===== src/rtl/flexpipe_pkg.sv =====
// Shared memory-interface types for the flexpipe datapath and the constants
// used to instantiate the DRAM arbiter.
package flexpipe_pkg;

  typedef struct packed {
    logic [31:0] addr;
    logic [7:0]  len;
    logic [3:0]  id;
    logic [1:0]  epoch;
    logic        we;
  } mem_req_t;

  typedef struct packed {
    logic [31:0] data;
    logic [3:0]  id;
    logic [1:0]  epoch;
    logic        last;
  } mem_resp_t;

  localparam int MEM_ARB_NUM_REQ         = 3;
  localparam int MEM_ARB_MAX_OUTSTANDING = 8;

endpackage


===== src/rtl/mem_arbiter_rr.sv =====
// Round-robin picker: the first requester at or after the pointer wins, and
// the pointer moves just past the winner whenever the grant is consumed.
module rr_arbiter #(
  parameter int N  = 3,
  parameter int IW = $clog2(N)
) (
  input  logic          clk,
  input  logic          rst_n,
  input  logic [N-1:0]  req,
  input  logic          advance,
  output logic [N-1:0]  grant_onehot,
  output logic [IW-1:0] grant_idx
);

  logic [IW-1:0] ptr_r;

  // Combinational search starting at the pointer, wrapping modulo N
  always_comb begin
    int   idx_v;
    logic found_s;
    idx_v        = 0;
    found_s      = 1'b0;
    grant_onehot = '0;
    grant_idx    = '0;
    for (int k = 0; k < N; k++) begin
      idx_v = int'(ptr_r) + k;
      if (idx_v >= N) begin
        idx_v = idx_v - N;
      end else begin
        idx_v = idx_v;
      end
      if (!found_s && req[idx_v]) begin
        found_s             = 1'b1;
        grant_idx           = IW'(idx_v);
        grant_onehot[idx_v] = 1'b1;
      end else begin
        found_s = found_s;
      end
    end
  end

  // Pointer register, advanced past the consumed grant
  always_ff @(posedge clk) begin
    if (!rst_n) begin
      ptr_r <= '0;
    end else if (advance) begin
      ptr_r <= (grant_idx == IW'(N - 1)) ? '0 : grant_idx + IW'(1);
    end
  end

endmodule


===== src/rtl/mem_arbiter.sv =====
// Shares one in-order DRAM port among NUM_REQ requesters; an in-order tag FIFO
// routes each response back to the requester that issued it.
module mem_arbiter
  import flexpipe_pkg::*;
#(
  parameter int NUM_REQ         = MEM_ARB_NUM_REQ,
  parameter int MAX_OUTSTANDING = MEM_ARB_MAX_OUTSTANDING,
  parameter int SRC_W           = $clog2(NUM_REQ)
) (
  input  logic                               clk,
  input  logic                               rst_n,
  input  mem_req_t                           req_in [NUM_REQ],
  input  logic [NUM_REQ-1:0]                 req_valid_in,
  output logic [NUM_REQ-1:0]                 req_ready_out,
  output mem_resp_t                          resp_out,
  output logic [NUM_REQ-1:0]                 resp_valid_out,
  output mem_req_t                           mem_req,
  output logic                               mem_req_valid,
  input  logic                               mem_req_ready,
  input  mem_resp_t                          mem_resp,
  input  logic                               mem_resp_valid,
  output logic [$clog2(MAX_OUTSTANDING):0]   outstanding,
  output logic                               err_spurious
);

  localparam int PW = $clog2(MAX_OUTSTANDING);
  localparam int CW = PW + 1;
  localparam logic [NUM_REQ-1:0] ONE_HOT0 = NUM_REQ'(1);

  logic [NUM_REQ-1:0] grant_onehot_s;
  logic [SRC_W-1:0]   grant_idx_s;
  logic               slot_free_s;
  logic               can_accept_s;
  logic               accept_s;
  logic               fifo_empty_s;
  logic               pop_s;
  logic [SRC_W-1:0]   head_s;
  logic [PW-1:0]      wr_ptr_r;
  logic [PW-1:0]      rd_ptr_r;
  logic [SRC_W-1:0]   tag_mem_r [MAX_OUTSTANDING];

  rr_arbiter #(.N(NUM_REQ), .IW(SRC_W)) u_rr (
    .clk          (clk),
    .rst_n        (rst_n),
    .req          (req_valid_in),
    .advance      (accept_s),
    .grant_onehot (grant_onehot_s),
    .grant_idx    (grant_idx_s)
  );

  assign slot_free_s   = !mem_req_valid || mem_req_ready;
  assign can_accept_s  = slot_free_s && (outstanding < CW'(MAX_OUTSTANDING));
  assign accept_s      = can_accept_s && (|grant_onehot_s);
  assign req_ready_out = can_accept_s ? grant_onehot_s : '0;

  // FIFO occupancy equals the outstanding count, so empty needs no extra state
  assign fifo_empty_s = (outstanding == '0);
  assign head_s       = tag_mem_r[rd_ptr_r];
  assign pop_s        = mem_resp_valid && !fifo_empty_s && mem_resp.last;

  // Request slot: payload is frozen while valid and not yet taken by the DRAM
  always_ff @(posedge clk) begin
    if (!rst_n) begin
      mem_req_valid <= 1'b0;
      mem_req       <= '0;
    end else if (accept_s) begin
      mem_req       <= req_in[grant_idx_s];
      mem_req_valid <= 1'b1;
    end else if (mem_req_ready) begin
      mem_req_valid <= 1'b0;
    end
  end

  // Tag storage; contents are meaningless outside the rd..wr window
  always_ff @(posedge clk) begin
    if (accept_s) begin
      tag_mem_r[wr_ptr_r] <= grant_idx_s;
    end
  end

  // Response routing, FIFO pointers and outstanding count
  always_ff @(posedge clk) begin
    if (!rst_n) begin
      resp_valid_out <= '0;
      resp_out       <= '0;
      err_spurious   <= 1'b0;
      wr_ptr_r       <= '0;
      rd_ptr_r       <= '0;
      outstanding    <= '0;
    end else begin
      resp_valid_out <= '0;
      if (mem_resp_valid) begin
        if (!fifo_empty_s) begin
          resp_out       <= mem_resp;
          resp_valid_out <= ONE_HOT0 << head_s;
        end else begin
          err_spurious <= 1'b1;
        end
      end
      if (accept_s) begin
        wr_ptr_r <= wr_ptr_r + PW'(1);
      end
      if (pop_s) begin
        rd_ptr_r <= rd_ptr_r + PW'(1);
      end
      case ({accept_s, pop_s})
        2'b10:   outstanding <= outstanding + CW'(1);
        2'b01:   outstanding <= outstanding - CW'(1);
        default: outstanding <= outstanding;
      endcase
    end
  end

endmodule

===== config.mk =====
export PLATFORM = sky130hd
export DESIGN_NAME = mem_arbiter
export DESIGN_NICKNAME = d
export VERILOG_FILES = /design/src/rtl/flexpipe_pkg.sv /design/src/rtl/mem_arbiter_rr.sv /design/src/rtl/mem_arbiter.sv
export SDC_FILE = /design/constraint.sdc
export NUM_CORES = 1
export LEC_CHECK = 0
export ABC_AREA = 1
export CORE_MARGIN = 1.5
export CORE_UTILIZATION = 32
export DETAILED_ROUTE_END_ITERATION = 6
export PLACE_DENSITY = 0.61
export RECOVER_POWER = 100
export SETUP_SLACK_MARGIN = 0.5
export SYNTH_ARGS = -nofsm -noshare
export SYNTH_HDL_FRONTEND = slang
export SYNTH_SLANG_ARGS = --single-unit
export TNS_END_PERCENT = 50

===== constraint.sdc =====
create_clock -name clk -period 4.1 [get_ports clk]
set_clock_uncertainty 0.05 [all_clocks]
set_input_delay 0.41 -clock clk [delete_from_list [all_inputs] [get_ports clk]]
set_output_delay 0.41 -clock clk [all_outputs]
set_load 0.02 [all_outputs]

==> tab_implementation.tex <==
\begin{tabular}{lr}
\hline
Metric & Value \\
\hline
\multicolumn{2}{l}{\textbf{STA}} \\
\quad Final critical-path required period & about 3.4 ns \\
\quad Least-Margin Pin Slew & between 1.5 and 2 ns \\
\quad Max Clk Rate & roughly 0.30 GHz \\
\quad Hold violation count in the final report & 0 \\
\quad RSZ-0062 raised after global routing & false \\
\quad Finish-stage setup viols & 0 \\
\quad Period utilization & 0.824 \\
\quad Number of pins exceeding their max-slew limit in the final report & 45 \\
\quad Sum Neg Setup Slack & 0 ns \\
\quad Worst rel slew slack & -0.192 \\
\multicolumn{2}{l}{\textbf{Logic synthesis}} \\
\quad Synthesized Nets & $\sim$1100 \\
\quad Yosys synthesis warning count & 0 \\
\quad Largest cells by area after synthesis & dfxtp\_1 (35\%), nand2\_1 (18\%), nor2\_1 (12\%), edfxtp\_1 (7.9\%), o21ai\_0 (7.5\%) \\
\quad Most instantiated library cell after synthesis & nand2\_1 \\
\quad Portion of the post-synthesis area used by sequential elements & 0.429 \\
\quad Count of flip-flops with a built-in enable after synthesis & 16 \\
\quad Cell type with the highest aggregate area in the netlist & dfxtp\_1 \\
\quad FF+latch count, synth & 122 \\
\quad Average cell area after synthesis & roughly 6.6 um2 \\
\quad Leading cell types by count after synthesis & nand2\_1 (286), nor2\_1 (199), dfxtp\_1 (106) \\
\quad Asr flop ratio synth & 0 \\
\quad Primary FF master, synth & dfxtp\_1 \\
\quad Cells after synthesis & around 910 \\
\quad Post-synth design cell area & a little over 6000 um2 \\
\quad Distinct cell type count of the synthesized netlist & 30 \\
\quad Portion of synthesized cell area occupied by the leading cell type & 0.350 \\
\multicolumn{2}{l}{\textbf{Hold path}} \\
\quad Instance count along the most critical hold path & 1 \\
\quad Class of the tightest hold or removal check & flip-flop to flip-flop \\
\quad Worst hold endpoint & rd\_ptr\_r[2] \\
\quad Worst min-delay path startpoint & rd\_ptr\_r[2] \\
\multicolumn{2}{l}{\textbf{Floorplan}} \\
\quad Row count & 50 \\
\quad Top-Level Pins & approximately 290 \\
\quad Initial Utilization & 0.325 \\
\quad Total core area & $\sim$19000 um2 \\
\quad Die outline height & about 140 um \\
\quad Die outline width & approximately 140 um \\
\quad Die area & 19800 um2 \\
\multicolumn{2}{l}{\textbf{Clock network}} \\
\quad Clock Tree Root & clkbuf\_16 \\
\quad Hold-fix buffers, CTS & 0 \\
\quad Number of gates resized after cts & 0 \\
\quad Total clock sinks & 122 \\
\quad Clock latency at the later pin of the worst-skew pair & $\sim$0.41 ns \\
\quad Setup Fix Bufs, Post-CTS & 0 \\
\quad Number of buffers created by CTS & 17 \\
\quad Clock tree from TritonCTS & built \\
\quad Number of levels the H-tree was split into & 4 \\
\quad Clock Tree Buf Depth & 2 \\
\quad Clock transition at the registers of the reported paths & roughly 0.060 ns \\
\multicolumn{2}{l}{\textbf{Layout}} \\
\quad Share of layout cells above drive strength 1 & 0.0422 \\
\quad Antenna diode count & 0 \\
\quad Utilization of the core after routing & 0.515 \\
\quad Final Net Count & $\sim$1400 \\
\quad Number of inserted filler cells in the final layout & around 1900 \\
\quad Area growth syn-to-layout & 58.3\% \\
\multicolumn{2}{l}{\textbf{Setup path}} \\
\quad Critical Path Source Type & flip-flop \\
\quad Worst reg-to-reg path cell count & 16 \\
\quad Max Fanout on Critical Path & 5 \\
\quad Stage delay of the slowest cell on the critical path & approximately 0.69 ns \\
\quad Most common cell on crit path & nand2\_1 \\
\quad Worst EP arrival & between 2 and 3 ns \\
\quad R2R Path Start & u\_rr.ptr\_r[0] \\
\quad Critical path data required time & between 3 and 4 ns \\
\quad Internal reg-to-reg setup slack & 0.82 ns \\
\quad Cell-by-cell trace of the critical path & inv\_1 -> ha\_1 -> inv\_1 -> nand2\_1 -> nand3\_1 -> nand2\_1 -> nor2\_1 -> nand3\_1 -> nand2\_1 -> nand2\_1 -> inv\_1 -> dlygate4sd3\_1 \\
\quad Sum of buffers and inverters on the critical path & 4 \\
\quad Capturing element type of the critical path & output pin \\
\quad Master of the slowest instance on the critical path & dlygate4sd3\_1 \\
\quad Crit path kind & flip-flop to output pin \\
\quad Cell family with most CP delay & buffers and inverters \\
\quad Reg-to-reg endpoint & mem\_req[41] \\
\multicolumn{2}{l}{\textbf{Detailed routing}} \\
\quad Total wire length & just over 20000 um \\
\quad Pre-Repair DR Iteration Count & 5 \\
\quad Vias per cell & 4.59 \\
\quad Starting DRT DRC Count & $\sim$360 \\
\quad Detailed-route wire length per cell & between 10 and 15 um \\
\quad DRC violations left & 0 \\
\quad Number of vias in the routed layout & 6515 \\
\quad Post-detailed-route count of antenna-violating nets & 0 \\
\multicolumn{2}{l}{\textbf{Global route}} \\
\quad Initial antenna violation count & 0 \\
\quad Global-route wire length before repair & 32200 um \\
\quad Pin count of the biggest net entering global routing & 58 \\
\quad Overflow left after global routing & 0 \\
\quad Number of global-route vias before repair & 6143 \\
\quad All-Layer GR Usage & 0.207 \\
\multicolumn{2}{l}{\textbf{Power}} \\
\quad Power density relative to cell area & 813 nW/um2 \\
\quad Worst supply voltage drop on vdd & approximately 430 uV \\
\quad Standby leakage power & between 0.004 and 0.005 uW \\
\multicolumn{2}{l}{\textbf{Placed design}} \\
\quad Gp weighted congestion & about 0.82 \\
\quad Detailed Place HPWL & around 15000 um \\
\quad Count of input and output buffers & between 200 and 300 \\
\multicolumn{2}{l}{\textbf{Outcome}} \\
\quad Run status & finished, violations left \\
\quad Violations in the final reports & max-capacitance violations, max-slew violations \\
\multicolumn{2}{l}{\textbf{Job}} \\
\quad Number of max-cap violations & 1 \\
\hline
\end{tabular}
==> worst reg2reg max path, cell delays in order, from the launching register on <==
cell and delay [ns]:
dfxtp_1 0.37, inv_1 0.08, ha_1 0.37, inv_1 0.14, nand2_1 0.07, nand3_1 0.07
nand2_1 0.09, nor2_1 0.25, nand2_2 0.10, nand2_2 0.07, clkbuf_2 0.88, nand2_1 0.25
nand2_1 0.11, nand2_1 0.05, nand2_1 0.06, nor2_1 0.04, nor2_1 0.15
==> area by class of cell <==
type	count	area, um2	area share
clock buffers	23	532	0.0554
multi-input cells	686	2960	0.308
clock inverters	9	128	0.0133
well taps	234	293	0.0305
inverters	51	191	0.0199
flip-flops and latches	122	2600	0.271
repair buffers	294	2900	0.302
==> cell families after synthesis <==
| group | synth area share |
|---|---|
| AND/OR/NAND/NOR | 0.362 |
| buffers and inverters | 0.0821 |
| AO/OA/AOI/OAI | 0.0980 |
| adder cells (fa/ha/maj) | 0.0186 |
| flip-flops | 0.429 |
| multiplexers | 0.00165 |
| XOR/XNOR | 0.00866 |
==> flip-flops by register name, indices dropped and copies added (netlist names), named ones only <==
name and flops:
wr_ptr_r 3, err_spurious 1, rd_ptr_r 3, outstanding 4
tag_mem_r 16, mem_req_valid 1, resp_out 39, resp_valid_out 3
mem_req 47, u_rr.ptr_r 2
==> where the power goes <==
| part | internal, uW | leakage (uW) | switching, uW | total (uW) |
|---|---|---|---|---|
| combinational | 1500 | 0.00327 | 2820 | 4320 |
| sequential | 1660 | 0.00102 | 191 | 1850 |
| clock | 1100 | 0.000325 | 538 | 1630 |
==> how the worst max path moves through the flow <==
stage | depth (start not counted) | from | slack (ns) | endpoint
floorplan | 20 | u_rr.ptr_r[0] | 1.22 | outstanding[2]
global placement | 18 | req_valid_in[1] | 1.13 | outstanding[2]
detailed placement | 18 | req_valid_in[1] | 1.05 | outstanding[2]
CTS | 12 | u_rr.ptr_r[0] | 0.89 | req_ready_out[2]
global route | 12 | u_rr.ptr_r[0] | 0.50 | req_ready_out[2]
finish | 12 | u_rr.ptr_r[0] | 0.72 | req_ready_out[2]
==> cell usage in the layout, fill, tap and decap left out, drive strengths merged, types with 5 or more instances in the layout <==
| cell type | n |
|---|---|
| a21oi | 11 |
| clkinv | 5 |
| buf | 6 |
| nor2 | 200 |
| clkbuf | 28 |
| xor2 | 5 |
| edfxtp | 16 |
| dfxtp | 106 |
| clkdlybuf4s50 | 185 |
| inv | 51 |
| o21ai | 98 |
| ha | 9 |
| nand2 | 291 |
| nand3 | 61 |
| dlygate4sd3 | 98 |
==> stage by stage <==
| step | instances | total power, uW | area [um2] | setup WS, ns | hold slack [ns] |
|---|---|---|---|---|---|
| 2_1_floorplan | 914 | 4950 | 6070 | 1.22 | 0.362 |
| 3_3_place_gp | 1387 | 6360 | 8970 | 1.13 | 0.386 |
| 3_5_place_dp | 1387 | 6390 | 8970 | 1.05 | 0.384 |
| 4_1_cts | 1419 | 8050 | 9630 | 0.889 | 0.394 |
| 5_1_grt | 1419 | 8490 | 9600 | 0.499 | 0.410 |
| 6_report | 1419 | 7810 | 9600 | 0.722 | 0.397 |
==> metal layers <==
metal | vias to the layer above | share of wire | wire length, um | global-route usage
met5 | - | 0 | 0 | 0
met4 | 0 | 0.031 | 629 | 0.0888
met3 | 33 | 0.073 | 1500 | 0.0703
met2 | 214 | 0.49 | 10000 | 0.357
met1 | 2870 | 0.41 | 8330 | 0.233
li1 | 3398 | - | - | -
Power figures use the tool's default switching activity.
